$ cat config.mk
export PLATFORM = sky130hd
export DESIGN_NAME = led_seq_ctrl_flat
export DESIGN_NICKNAME = d
export VERILOG_FILES = /design/src/rtl/led_seq_ctrl_pkg.sv /design/src/rtl/led_seq_ctrl_if.sv /design/src/rtl/led_seq_ctrl_tick.sv /design/src/rtl/led_seq_ctrl.sv /design/src/flat_wrapper.sv
export SDC_FILE = /design/constraint.sdc
export NUM_CORES = 1
export LEC_CHECK = 0
export CORE_MARGIN = 2
export CORE_UTILIZATION = 32
export CTS_BUF_LIST = sky130_fd_sc_hd__clkbuf_4 sky130_fd_sc_hd__clkbuf_8
export CTS_CLUSTER_DIAMETER = 100
export CTS_CLUSTER_SIZE = 20
export DETAILED_ROUTE_END_ITERATION = 7
export PLACE_DENSITY = 0.56
export SYNTH_ARGS = -nofsm -noshare
export SYNTH_HDL_FRONTEND = slang
export SYNTH_HIERARCHICAL = 1
export SYNTH_SLANG_ARGS = --single-unit
$ cat constraint.sdc
create_clock -name clk -period 4.87 [get_ports clk]
set_clock_uncertainty 0.15 [all_clocks]
set_input_delay 0.7305 -clock clk [delete_from_list [all_inputs] [get_ports clk]]
set_output_delay 0.7305 -clock clk [all_outputs]
set_load 0.03 [all_outputs]
$ cat src/rtl/led_seq_ctrl_pkg.sv
// Shared encodings for the LED sequencer: register map, modes, FSM states, CTRL fields,
// plus the one-step pattern update used by both RUN and single-step.
package led_seq_ctrl_pkg;

    localparam logic [1:0] ADDR_CTRL    = 2'd0;
    localparam logic [1:0] ADDR_PERIOD  = 2'd1;
    localparam logic [1:0] ADDR_PATTERN = 2'd2;
    localparam logic [1:0] ADDR_STATUS  = 2'd3;

    localparam logic [1:0] MODE_LEFT   = 2'b00;
    localparam logic [1:0] MODE_RIGHT  = 2'b01;
    localparam logic [1:0] MODE_BOUNCE = 2'b10;
    localparam logic [1:0] MODE_BLINK  = 2'b11;

    localparam int CTRL_EN      = 0;
    localparam int CTRL_MODE_LO = 1;
    localparam int CTRL_STEP    = 3;

    localparam logic [8:0] HB_TICKS = 9'd500;

    typedef enum logic [1:0] {
        ST_IDLE = 2'd0,
        ST_LOAD = 2'd1,
        ST_RUN  = 2'd2
    } state_t;

    // Returns {dir, pattern} after one advance; dir 1 = moving right.
    function automatic logic [4:0] advance_pat(input logic [1:0] mode,
                                               input logic [3:0] p,
                                               input logic dir);
        logic [3:0] rl, rr;
        logic [4:0] res;
        rl = {p[2:0], p[3]};
        rr = {p[0], p[3:1]};
        case (mode)
            MODE_LEFT:  res = {dir, rl};
            MODE_RIGHT: res = {dir, rr};
            MODE_BLINK: res = {dir, ~p};
            default: begin
                if (!dir && p[3])     res = {1'b1, rr};
                else if (dir && p[0]) res = {1'b0, rl};
                else                  res = {dir, dir ? rr : rl};
            end
        endcase
        return res;
    endfunction

endpackage

$ cat src/rtl/led_seq_ctrl_if.sv
// Register-bank write/read port plus LED outputs of the sequencer.
interface led_seq_ctrl_if;
    logic       wr_en;
    logic [1:0] wr_addr;
    logic [7:0] wr_data;
    logic [1:0] rd_addr;
    logic [7:0] rd_data;
    logic [3:0] led_n;
    logic       hb;

    modport master (output wr_en, wr_addr, wr_data, rd_addr,
                    input  rd_data, led_n, hb);
    modport slave  (input  wr_en, wr_addr, wr_data, rd_addr,
                    output rd_data, led_n, hb);
endinterface

$ cat src/rtl/led_seq_ctrl_tick.sv
// Prescaler + period counter; advance pulses once every max(period,1) base ticks.
module led_tick_gen #(
    parameter int TICK_DIV = 12000,
    parameter int PW       = 8
) (
    input  logic          clk,
    input  logic          rst,
    input  logic          run,
    input  logic          clear,
    input  logic [PW-1:0] period,
    output logic          advance
);
    localparam int DW = (TICK_DIV > 1) ? $clog2(TICK_DIV) : 1;

    logic [DW-1:0] pcnt;
    logic [PW-1:0] qcnt;
    logic [PW-1:0] qlast;
    logic          tick;

    assign qlast   = (period == '0) ? '0 : period - PW'(1);
    assign tick    = run && (pcnt == DW'(TICK_DIV - 1));
    assign advance = tick && (qcnt == qlast);

    always_ff @(posedge clk or posedge rst) begin
        if (rst) begin
            pcnt <= '0;
            qcnt <= '0;
        end else if (clear) begin
            pcnt <= '0;
            qcnt <= '0;
        end else if (run) begin
            pcnt <= tick ? '0 : pcnt + DW'(1);
            if (tick)
                qcnt <= (qcnt == qlast) ? '0 : qcnt + PW'(1);
        end
    end
endmodule

$ cat src/rtl/led_seq_ctrl.sv
// Host-configurable 4-LED rotator: register bank, IDLE/LOAD/RUN sequencer, heartbeat.
module led_seq_ctrl
    import led_seq_ctrl_pkg::*;
#(
    parameter int         TICK_DIV   = 12000,
    parameter logic [7:0] PERIOD_RST = 8'd250,
    parameter logic [3:0] SEED_RST   = 4'b0001
) (
    input  logic          clk,
    input  logic          rst,
    led_seq_ctrl_if.slave bus
);
    state_t     state;
    logic       en;
    logic [1:0] mode;
    logic [7:0] period;
    logic [3:0] seed;
    logic [3:0] pattern;
    logic       dir;
    logic [7:0] rd_q;
    logic       hb_q;
    logic       adv, hb_adv;
    logic       wr_ctrl, wr_per, wr_pat, step_req;

    assign wr_ctrl  = bus.wr_en && (bus.wr_addr == ADDR_CTRL);
    assign wr_per   = bus.wr_en && (bus.wr_addr == ADDR_PERIOD);
    assign wr_pat   = bus.wr_en && (bus.wr_addr == ADDR_PATTERN);
    // A CTRL write that also sets enable takes the LOAD path; its step bit is dropped.
    assign step_req = wr_ctrl && bus.wr_data[CTRL_STEP] && !bus.wr_data[CTRL_EN];

    led_tick_gen #(.TICK_DIV(TICK_DIV), .PW(8)) u_step (
        .clk(clk), .rst(rst),
        .run(state == ST_RUN),
        .clear((state == ST_LOAD) || wr_per),
        .period(period),
        .advance(adv)
    );

    led_tick_gen #(.TICK_DIV(TICK_DIV), .PW(9)) u_hb (
        .clk(clk), .rst(rst),
        .run(1'b1), .clear(1'b0),
        .period(HB_TICKS),
        .advance(hb_adv)
    );

    always_ff @(posedge clk or posedge rst) begin
        if (rst) begin
            state   <= ST_IDLE;
            en      <= 1'b0;
            mode    <= MODE_LEFT;
            period  <= PERIOD_RST;
            seed    <= SEED_RST;
            pattern <= SEED_RST;
            dir     <= 1'b0;
            rd_q    <= '0;
            hb_q    <= 1'b0;
        end else begin
            if (wr_ctrl) begin
                en   <= bus.wr_data[CTRL_EN];
                mode <= bus.wr_data[CTRL_MODE_LO +: 2];
            end
            if (wr_per) period <= bus.wr_data;
            if (wr_pat) seed <= bus.wr_data[3:0];

            // A seed write pre-empts everything, including a coincident advance.
            if (wr_pat) begin
                state <= ST_LOAD;
            end else begin
                case (state)
                    ST_IDLE: begin
                        if (en)
                            state <= ST_LOAD;
                        else if (step_req)
                            {dir, pattern} <= advance_pat(bus.wr_data[CTRL_MODE_LO +: 2], pattern, dir);
                    end
                    ST_LOAD: begin
                        pattern <= seed;
                        dir     <= 1'b0;
                        state   <= en ? ST_RUN : ST_IDLE;
                    end
                    ST_RUN: begin
                        if (!en)
                            state <= ST_IDLE;
                        else if (adv)
                            {dir, pattern} <= advance_pat(mode, pattern, dir);
                    end
                    default: state <= ST_IDLE;
                endcase
            end

            if (hb_adv) hb_q <= ~hb_q;

            case (bus.rd_addr)
                ADDR_CTRL:    rd_q <= {5'b0, mode, en};
                ADDR_PERIOD:  rd_q <= period;
                ADDR_PATTERN: rd_q <= {4'b0, seed};
                default:      rd_q <= {1'b0, state, dir, pattern};
            endcase
        end
    end

    assign bus.led_n   = ~pattern;
    assign bus.hb      = hb_q;
    assign bus.rd_data = rd_q;
endmodule

$ cat src/flat_wrapper.sv
// flat-port wrapper written by rule: the top's interface ports become plain ports
module led_seq_ctrl_flat import led_seq_ctrl_pkg::*;
#(
    parameter int         TICK_DIV   = 12000,
    parameter logic [7:0] PERIOD_RST = 8'd250,
    parameter logic [3:0] SEED_RST   = 4'b0001
)
  (clk, rst, bus_wr_en, bus_wr_addr, bus_wr_data, bus_rd_addr, bus_rd_data, bus_led_n, bus_hb);
  led_seq_ctrl_if bus_i ();
  input  logic clk;
  input  logic rst;
  input wire logic [$bits(bus_i.wr_en)-1:0] bus_wr_en;
  input wire logic [$bits(bus_i.wr_addr)-1:0] bus_wr_addr;
  input wire logic [$bits(bus_i.wr_data)-1:0] bus_wr_data;
  input wire logic [$bits(bus_i.rd_addr)-1:0] bus_rd_addr;
  output wire logic [$bits(bus_i.rd_data)-1:0] bus_rd_data;
  output wire logic [$bits(bus_i.led_n)-1:0] bus_led_n;
  output wire logic [$bits(bus_i.hb)-1:0] bus_hb;
  assign bus_i.wr_en = bus_wr_en;
  assign bus_i.wr_addr = bus_wr_addr;
  assign bus_i.wr_data = bus_wr_data;
  assign bus_i.rd_addr = bus_rd_addr;
  assign bus_rd_data = bus_i.rd_data;
  assign bus_led_n = bus_i.led_n;
  assign bus_hb = bus_i.hb;
  led_seq_ctrl #(.TICK_DIV(TICK_DIV), .PERIOD_RST(PERIOD_RST), .SEED_RST(SEED_RST)) u_core (.clk(clk), .rst(rst), .bus(bus_i));
endmodule
# --- Word level (Yosys, flattened, before mapping) ---
# Index checks and enable logic that the tools add are counted.
# W data, S select, Z words.
op_classes:
  addsub: 5
  eq_ne: 26
  muxes: 31
  bitwise: 3
  n_reduce_logical: 26
op_table:
  columns: ["op", "count"]
  rows:
  - ["$mux W14", 4]
  - ["$mux W8", 5]
  - ["$pmux W5 S3", 2]
  - ["$add A14 B1 Y14 const B", 2]
  - ["$eq A14 B14 Y1 const B", 2]
  - ["$pmux W8 S3", 1]
  - ["$mux W4", 5]
  - ["$ne A2 B2 Y1 const B", 7]
  - ["$pmux W4 S3", 1]
  - ["$reduce_and A12 Y1", 1]
  - ["$eq A2 B1 Y1 const B", 5]
  - ["$eq A2 B2 Y1 const B", 5]
  - ["$logic_and A1 B1 Y1", 10]
  - ["$logic_not A2 Y1", 5]
  - ["$mux W5", 2]
  - ["$add A9 B1 Y9 const B", 1]
  - ["$eq A9 B9 Y1 const B", 1]
  - ["$mux W9", 1]
  - ["$add A8 B1 Y8 const B", 1]
  - ["$eq A8 B8 Y1", 1]
  - ["$logic_not A8 Y1", 1]
  - ["$mux W2", 4]
  - ["$sub A8 B1 Y8 const B", 1]
  - ["$ne A2 B1 Y1 const B", 3]
  - ["13 further kinds", 20]
word_totals:
  reg_bits: 76
  inputBits: 15
  output_inout_bits: 13
  elab_cells: 104

# --- Depth between registers and ports, before layout ---
# Gate-level depths: netlist of run 1.
logic_depth:
  depth_word: 7
  mapped_depth: 14
  depth_no_buf: 12

# --- Modules after synthesis ---
# Netlist of run 1, hierarchy kept.
by_module_without_submodules:
  columns: ["mod", "n_inst", "cells_per_inst", "area_per_inst_um2", "seq_area_each_um2"]
  rows:
  - ["led_seq_ctrl", 1, 187, 1880.6, 785.8]
  - ["led_tick_gen at u_core.u_step", 1, 202, 1655.3, 550.5]
  - ["led_tick_gen at u_core.u_hb", 1, 176, 1542.7, 575.6]

# --- Least setup slack after synthesis of run 1 ---
# No wires, ideal clock.
synth_path:
  kind: "reg-to-reg"
  from: "register u_core.period[2]"
  to: "register u_core.dir"
  setup_ns: 0.131
  arrival_ns: 3.442
  required_ns: 4.589
  setup_slack_ns: 1.147
  stages_incl_launch_ff: 13
  n_path_buf: 2
  synth_period_minus_slack_ns: 3.723
  path_cell_list: "dfrtp_1 -> or4_4 -> or4_4 -> and3_1 -> a211o_1 -> buf_6 -> or4_1 -> nor2_1 -> a21boi_0 -> a2111o_1 -> buf_6 -> o31ai_4 -> o41ai_2"
synth_via:
  elab_chain_cells: 6
  word_cells_on_any_way: 7
  cone_classes: "add/sub (1); eq/ne (2); mux (1); reduce/logical (3)"
synth_lines:
  columns: ["element", "line", "rtl"]
  rows:
  - ["start, declared", "led_seq_ctrl.sv:16", "logic [7:0] period;"]
  - ["start signal, assigned", "led_seq_ctrl.sv:62", "if (wr_per) period <= bus.wr_data;"]
  - ["$sub A8 B1 Y8 / $logic_not A8 Y1 (equally long branches)", "led_seq_ctrl_tick.sv:20", "assign qlast = (period == '0) ? '0 : period - PW'(1);"]
  - ["$mux W8 (*)", "led_seq_ctrl_tick.sv:20", null]
  - ["$eq A8 B8 Y1 (*)", "led_seq_ctrl_tick.sv:22", "assign advance = tick && (qcnt == qlast);"]
  - ["$logic_and A1 B1 Y1 (*)", "led_seq_ctrl_tick.sv:22", null]
  - ["via u_core.adv", "led_seq_ctrl.sv:22", "logic adv, hb_adv;"]
  - ["$ne A2 B1 Y1 (no source line) (*)", null, null]
  - ["$reduce_and A12 Y1 (no source line) (*)", null, null]
  - ["end signal, assigned", "led_seq_ctrl.sv:74", "{dir, pattern} <= advance_pat(bus.wr_data[CTRL_MODE_LO +: 2], pattern, dir);"]
  - ["end signal, assigned", "led_seq_ctrl.sv:85", "{dir, pattern} <= advance_pat(mode, pattern, dir);"]
  - ["end, declared", "led_seq_ctrl.sv:19", "logic dir;"]
# The timed path passes the listed nets; every way through them passes the cells marked *.
# A chain may end at the register's enable or synchronous reset.

# --- Final worst setup path of run 1 ---
layout_path:
  from: "register u_core.period[0]"
  to: "register u_core.dir"
# Same word-level chain as after synthesis.

==> results of run 1 <==
routing by layer:
metal  global-route usage  up-vias
li1                     -     2107
met1               0.1933     2067
met2               0.2436       89
met3              0.03116       14
met4              0.04681        0
met5                    0        -
cells by family (layout without fill, tap and decap cells):
family	Yosys count	in the layout	share of synthesized area
flops	76	76	0.3764
compound gates	109	109	0.1572
other cells	2	56	0.001479
xor+xnor	42	42	0.07243
mux	29	29	0.06923
fa+ha+maj	10	10	0.02464
simple gates	236	236	0.2469
buf+inv	61	73	0.05174
cells in the mapped netlist (9+ instances only):
library cell and number:
a21oi_1 15, xnor2_1 16, nor3_1 16, mux2_2 19, dfrtp_1 68, nand2b_1 14, o21ai_0 24, xor2_1 26
inv_1 27, nand3_1 27, nand4_1 9, nor2_1 52, nand2_1 59, ha_1 10, clkbuf_1 20
sequential cells by signal, summed over array words and instances (netlist names):
signal              count
u_core/state            2
u_core/pattern          4
u_core/bus.hb           1
u_core/mode             2
u_core/seed             4
u_core/u_hb/qcnt        9
u_core/u_hb/pcnt       14
u_core/u_step/qcnt      8
u_core/en               1
u_core/period           8
u_core/u_step/pcnt     14
u_core/bus.rd_data      8
u_core/dir              1
report_power, final:
part	switching, mW	leakage (nW)	total [mW]	internal, mW
Clock	0.244	0.0892	0.453	0.209
Sequential	0.144	0.999	0.864	0.719
Combinational	0.467	1.30	0.809	0.342
area by class of cell:
| class | count | area [sq um] | share of cell area |
|---|---|---|---|
| inverters | 27 | 101.3 | 0.01727 |
| repair buffers | 30 | 292.8 | 0.04990 |
| clock inverters | 4 | 25.02 | 0.004265 |
| flip-flops and latches | 76 | 1912 | 0.3259 |
| well taps | 216 | 270.3 | 0.04607 |
| clock buffers | 12 | 152.6 | 0.02602 |
| multi-input cells | 482 | 3113 | 0.5306 |
worst paths after layout:
path	startpoint	to	slack, ns	cells past startpoint
worst max-delay path	u_core/period[0]	u_core/dir	0.76	12
worst min-delay path	u_core/bus.hb	u_core/bus.hb	0.37	1
worst max register to register	u_core/period[0]	u_core/dir	0.76	12
worst min register to register	u_core/bus.hb	u_core/bus.hb	0.37	1
max in group asynchronous	rst	u_core/u_hb/qcnt[6]	3.25	2
min in group asynchronous	rst	u_core/bus.hb	0.66	3
per-stage QoR:
stage | util | hold WS (ns) | area (sq um)
after detailed placement | 0.3621 | 0.3638 | 5689
after global placement | 0.3621 | 0.3489 | 5689
after CTS | 0.3734 | 0.3743 | 5867
final | 0.3734 | 0.3698 | 5867
after global routing | 0.3734 | 0.4061 | 5867
after floorplan | - | 0.3307 | 5281
==> out/results.txt, run 1 <==
Outcome -> completed
Initial DRC count -> 387
Crit path time final -> 4.115 ns
Setup violations, final -> 0
I/O pin total -> 28
Clk Latency, worst-skew pair -> 0.38 ns
Area share of the largest cell type after synthesis -> 0.3351
CP Launch Type -> flop
Placement Setup Slack -> 0.8497 ns
Tot Pwr -> 2.126 mW
Chip height -> 130.0 microns
Core Area -> 15710 sq um
CTS buffer count -> 9
Fraction of layout cells with a size suffix above 1 -> 0.1125
CTS Sinks -> 76
Pwr Density -> 362.4 nW/um^2
Distinct cells, synth -> 74
Top cells by area, synth -> dfrtp_1, xor2_1, nand2_1
All-Layer GR Usage -> 0.1473
Relative slew slack -> 0.3986
Post-CTS Setup Bufs -> 0
DIE AREA -> 16890 sq um
CP Max Fanout -> 10
CP Cell Sequence -> inv_1, ha_1, nor3b_2, nand3_1, a211o_2, a211o_1, or4_1, nor2_1, a21boi_0, a2111o_1, o31ai_4, o41ai_2
Cell family with most CP delay -> compound AO/OA/AOI/OAI gates
Synthesis-to-layout area growth -> 15.52%
First-pass GRT wire length -> 19.96 mm
CP Class -> reg -> reg
Finished Layout Cells -> 847
DR WL/cell -> 13.81 microns
Number of port buffers -> 27
RSZ-0062 raised after global routing -> false
CTS Hold Bufs -> 0
Antenna cells -> 0
Synthesis Warnings -> 6
WL met1 -> 5.281 mm
Most frequent cells in the layout -> dfrtp_1, nand2_1, conb_1
#FFs+latches synth -> 76
Post-synth EDFFs -> 0
Crit path largest cell delay -> 0.56 ns
Largest net degree at the start of global routing -> 32
Tcrit/Tclk final -> 0.8449
Hold crit path type -> reg -> reg
Most common cell after layout, fill and taps aside -> dfrtp_1
Synth area leader -> dfrtp_1
Final hold violations -> 0
Dpl cells -> 831
Total number of vias -> 4277
Leak pwr -> 2.387 nW
Synthesized area per cell -> 8.989 sq um
Synth Cell Area -> 5079 sq um
CP arrival -> 4.21 ns
Fmax -> 243.0 MHz
Final worst slack -> 0.7555 ns
Final ANT Viol Nets -> 0
Top routing layer in use -> met4
Total grt overflow -> 0
Ys async rst share -> 1.000
Crit path buffers/inverters -> 1
CTS tree -> built
FP Rows -> 46
DRT Pass-1 Iters -> 5
Wire length on met2 -> 5.779 mm
Clk slew on worst S/H paths -> 0.08 ns
DRC errors left -> 0
Initial Util -> 0.3232
Top FF cell, synth -> dfrtp_1
Final #Nets -> 651
Die X -> 130.0 microns
Synth Instances -> 565
Worst Tran Pin Value -> 0.9011 ns
Final slew viol count -> 0
Fillers -> 1581
Max_cap viols -> 0
Initial antenna violation count -> 0
Maximum buffer depth of the clock tree -> 2
# H-tree levels -> 3
Detailed-route wire length -> 11.70 mm
VDD IR max -> 0.0001585 V
DP HPWL -> 8.555 mm
Drt via density -> 5.050
Post-CTS sizing -> 0
Vias in the first global route -> 4084
Setup TNS -> 0 ns
Register area share after synthesis -> 0.3764
RD Place Congestion -> 0.9221
Clock root buffer -> clkbuf_8
Critical Path RT -> 4.96 ns
Routed wl met3 -> 492 microns
Critical path's slowest cell -> a2111o_1
Worst setup EP type -> flop
(Power assumes the default switching activity.)
==> run 2: changes to the inputs <==
- clock period: 4.87 -> 4.01 ns (I/O delays scaled with it)
==> run 2 against run 1 <==
  * Worst hold slack about the same
  * Non-clock buffer count up 6
  * Cell count up 0.71%
  * Core utilization up 0.49 points
  * Count of clock-buffer cells in the layout unchanged
  * Critical path depth unchanged
  * Critical path type unchanged
==> out/results.txt, run 2 (synthesis results as in run 1) <==
Synthesis-to-layout area growth -> 17.02%
Total number of vias -> 4318 (+0.96%)
Tcrit/Tclk final -> 0.9378 (+0.09296)
Drt via density -> 5.062 (+0.25%)
Worst setup EP type -> flop
Most frequent cells in the layout -> dfrtp_1, nand2_1, conb_1
Critical path's slowest cell -> or3b_2
Largest registers -> u_core/u_hb/pcnt: 14 flops, u_core/u_step/pcnt: 14 flops, u_core/u_hb/qcnt: 9 flops
I/O pin total -> 28 (unchanged)
RD Place Congestion -> 0.9051 (-1.8%)
Setup violations, final -> 0 (unchanged)
Number of port buffers -> 27 (unchanged)
DRC errors left -> 0 (unchanged)
# H-tree levels -> 3 (unchanged)
All-Layer GR Usage -> 0.1511 (+0.003779)
Clock root buffer -> clkbuf_8
RSZ-0062 raised after global routing -> false
Final slew viol count -> 0 (unchanged)
Crit path buffers/inverters -> 1 (unchanged)
Critical Path RT -> 4.09 ns (-0.87 ns)
First-pass GRT wire length -> 20.36 mm (+2.0%)
CP Max Fanout -> 10 (unchanged)
Maximum buffer depth of the clock tree -> 2 (unchanged)
DRT Pass-1 Iters -> 4 (-1)
Crit path time final -> 3.761 ns (-0.3538 ns)
DP HPWL -> 8.705 mm (+1.8%)
Die X -> 130.0 microns (unchanged)
CTS Sinks -> 76 (unchanged)
Crit path largest cell delay -> 0.51 ns (-0.05 ns)
Initial antenna violation count -> 0 (unchanged)
CP Cell Sequence -> inv_1, ha_1, or3b_2, or4_1, o31ai_1, nor3_1, or4_1, nor2_1, a21boi_0, a2111o_2, o31ai_4, o41ai_2
CTS buffer count -> 9 (unchanged)
Initial Util -> 0.3232 (unchanged)
CP Launch Type -> flop
Final ANT Viol Nets -> 0 (unchanged)
Worst Tran Pin Value -> 1.081 ns (+0.1798 ns)
Chip height -> 130.0 microns (unchanged)
Cell family with most CP delay -> simple AND/OR/NAND/NOR gates
Fmax -> 265.9 MHz (+9.4%)
Relative slew slack -> 0.2786 (-0.1200)
Final hold violations -> 0 (unchanged)
Largest net degree at the start of global routing -> 28 (-13%)
FF+latch area -> 1912 sq um (unchanged)
Core Area -> 15710 sq um (unchanged)
Initial DRC count -> 229 (-41%)
Most common cell after layout, fill and taps aside -> dfrtp_1
R2R depth -> 12 (unchanged)
Antenna cells -> 0 (unchanged)
Detailed-route wire length -> 11.88 mm (+1.6%)
FP Rows -> 46 (unchanged)
Vias in the first global route -> 4270 (+4.6%)
Clk slew on worst S/H paths -> 0.07 ns (about the same)
Fraction of layout cells with a size suffix above 1 -> 0.1224 (+0.009929)
Multi-input gate area -> 3120 sq um (+0.24%)
Most used cell, CP -> or4_1
CP arrival -> 3.85 ns (-0.36 ns)
DR WL/cell -> 13.93 microns (+0.87%)
VDD IR max -> 0.0002345 V (+48%)
Fillers -> 1599 (+1.1%)
Final worst slack -> 0.2493 ns (-0.5062 ns)
CTS tree -> built
Hold Path Depth -> 2 (+1)
CTS Hold Bufs -> 0 (unchanged)
Clk Latency, worst-skew pair -> 0.36 ns (-0.02 ns)
DIE AREA -> 16890 sq um (unchanged)
Leak pwr -> 2.436 nW (+2.1%)
Placement Setup Slack -> 0.09552 ns (-0.7542 ns)
Hold crit path type -> reg -> reg
Outcome -> completed
Setup TNS -> 0 ns (unchanged)
Critical Path Stages -> 12 (unchanged)
CP Class -> reg -> reg
Final #Nets -> 657 (+0.92%)
Max_cap viols -> 0 (unchanged)
Total grt overflow -> 0 (unchanged)
Pwr Density -> 448.4 nW/um^2 (+24%)
run 2: cell count changes in the layout (fill, tap and decap cells not counted), sizes merged:
cell / change
bufinv: +1
clkinvlp: -2
clkinv: +1
buf: +6
run 2: through the flow:
stage	total power [mW]	instances	util	hold WS (ns)	cell area (sq um)
2_1_floorplan	1.778	619	-	0.3307	5281
6_report	2.665	853	0.3782	0.3696	5943
3_5_place_dp	2.052	835	0.3640	0.3622	5719
4_1_cts	2.685	851	0.3768	0.3737	5921
5_1_grt	2.857	853	0.3782	0.3824	5943
3_3_place_gp	2.023	835	0.3640	0.3532	5719
run 2: where the power goes:
group          total [mW]  leakage [nW]  internal, mW  switching [mW]
clock               0.606         0.107         0.318           0.288
sequential           1.04         0.999         0.874           0.171
combinational        1.01          1.33         0.436           0.578
run 2: layout make-up:
class	instances	area share
Inverter	27	0.01705
Clock inverter	4	0.008211
Clock buffer	12	0.02568
Sequential cell	76	0.3217
Tap cell	216	0.04547
Timing Repair Buffer	36	0.05684
Multi-Input combinational cell	482	0.5251
run 2: final timing paths:
| kind | start | to | slack, ns |
|---|---|---|---|
| max | u_core/period[0] | u_core/dir | 0.25 |
| min | u_core/period[1] | u_core/period[1] | 0.37 |
| min in group asynchronous | rst | u_core/u_step/pcnt[13] | 0.62 |
| max reg2reg | u_core/period[0] | u_core/dir | 0.25 |
| max in group asynchronous | rst | u_core/period[4] | 2.22 |
| min reg2reg | u_core/period[1] | u_core/period[1] | 0.37 |
run 2: layer usage:
layer  share of wire  vias to the layer above  global-route usage  wire (microns)
li1                -                     2123                   -               -
met3           0.038                        9             0.03731             451
met1            0.44                     2098              0.1899            5256
met5               0                        -                   0               0
met4          0.0098                        0             0.04175             116
met2            0.51                       88              0.2590            6057
run 2: worst reg2reg max path, cell delays in order, from the launching register on:
cell and delay (ns):
dfrtp_1 0.44, inv_1 0.08, ha_1 0.25, or3b_2 0.51
or4_1 0.48, o31ai_1 0.10, nor3_1 0.14, or4_1 0.41
nor2_1 0.12, a21boi_0 0.10, a2111o_2 0.48, o31ai_4 0.28
o41ai_2 0.10
run 2: what timing repair did:
| item | CTS | global route |
|---|---|---|
| setup endpoints to repair | 0 | 4 |
| hold endpoints to repair | 0 | 0 |
| buffers inserted | 0 | 2 |
| gates resized for setup | 0 | 2 |
==> run 3: changes to the inputs <==
- CTS_CLUSTER_SIZE: 20 -> default
==> results of run 3 <==
Final layout, timing and power as in run 2 (identical DEF).
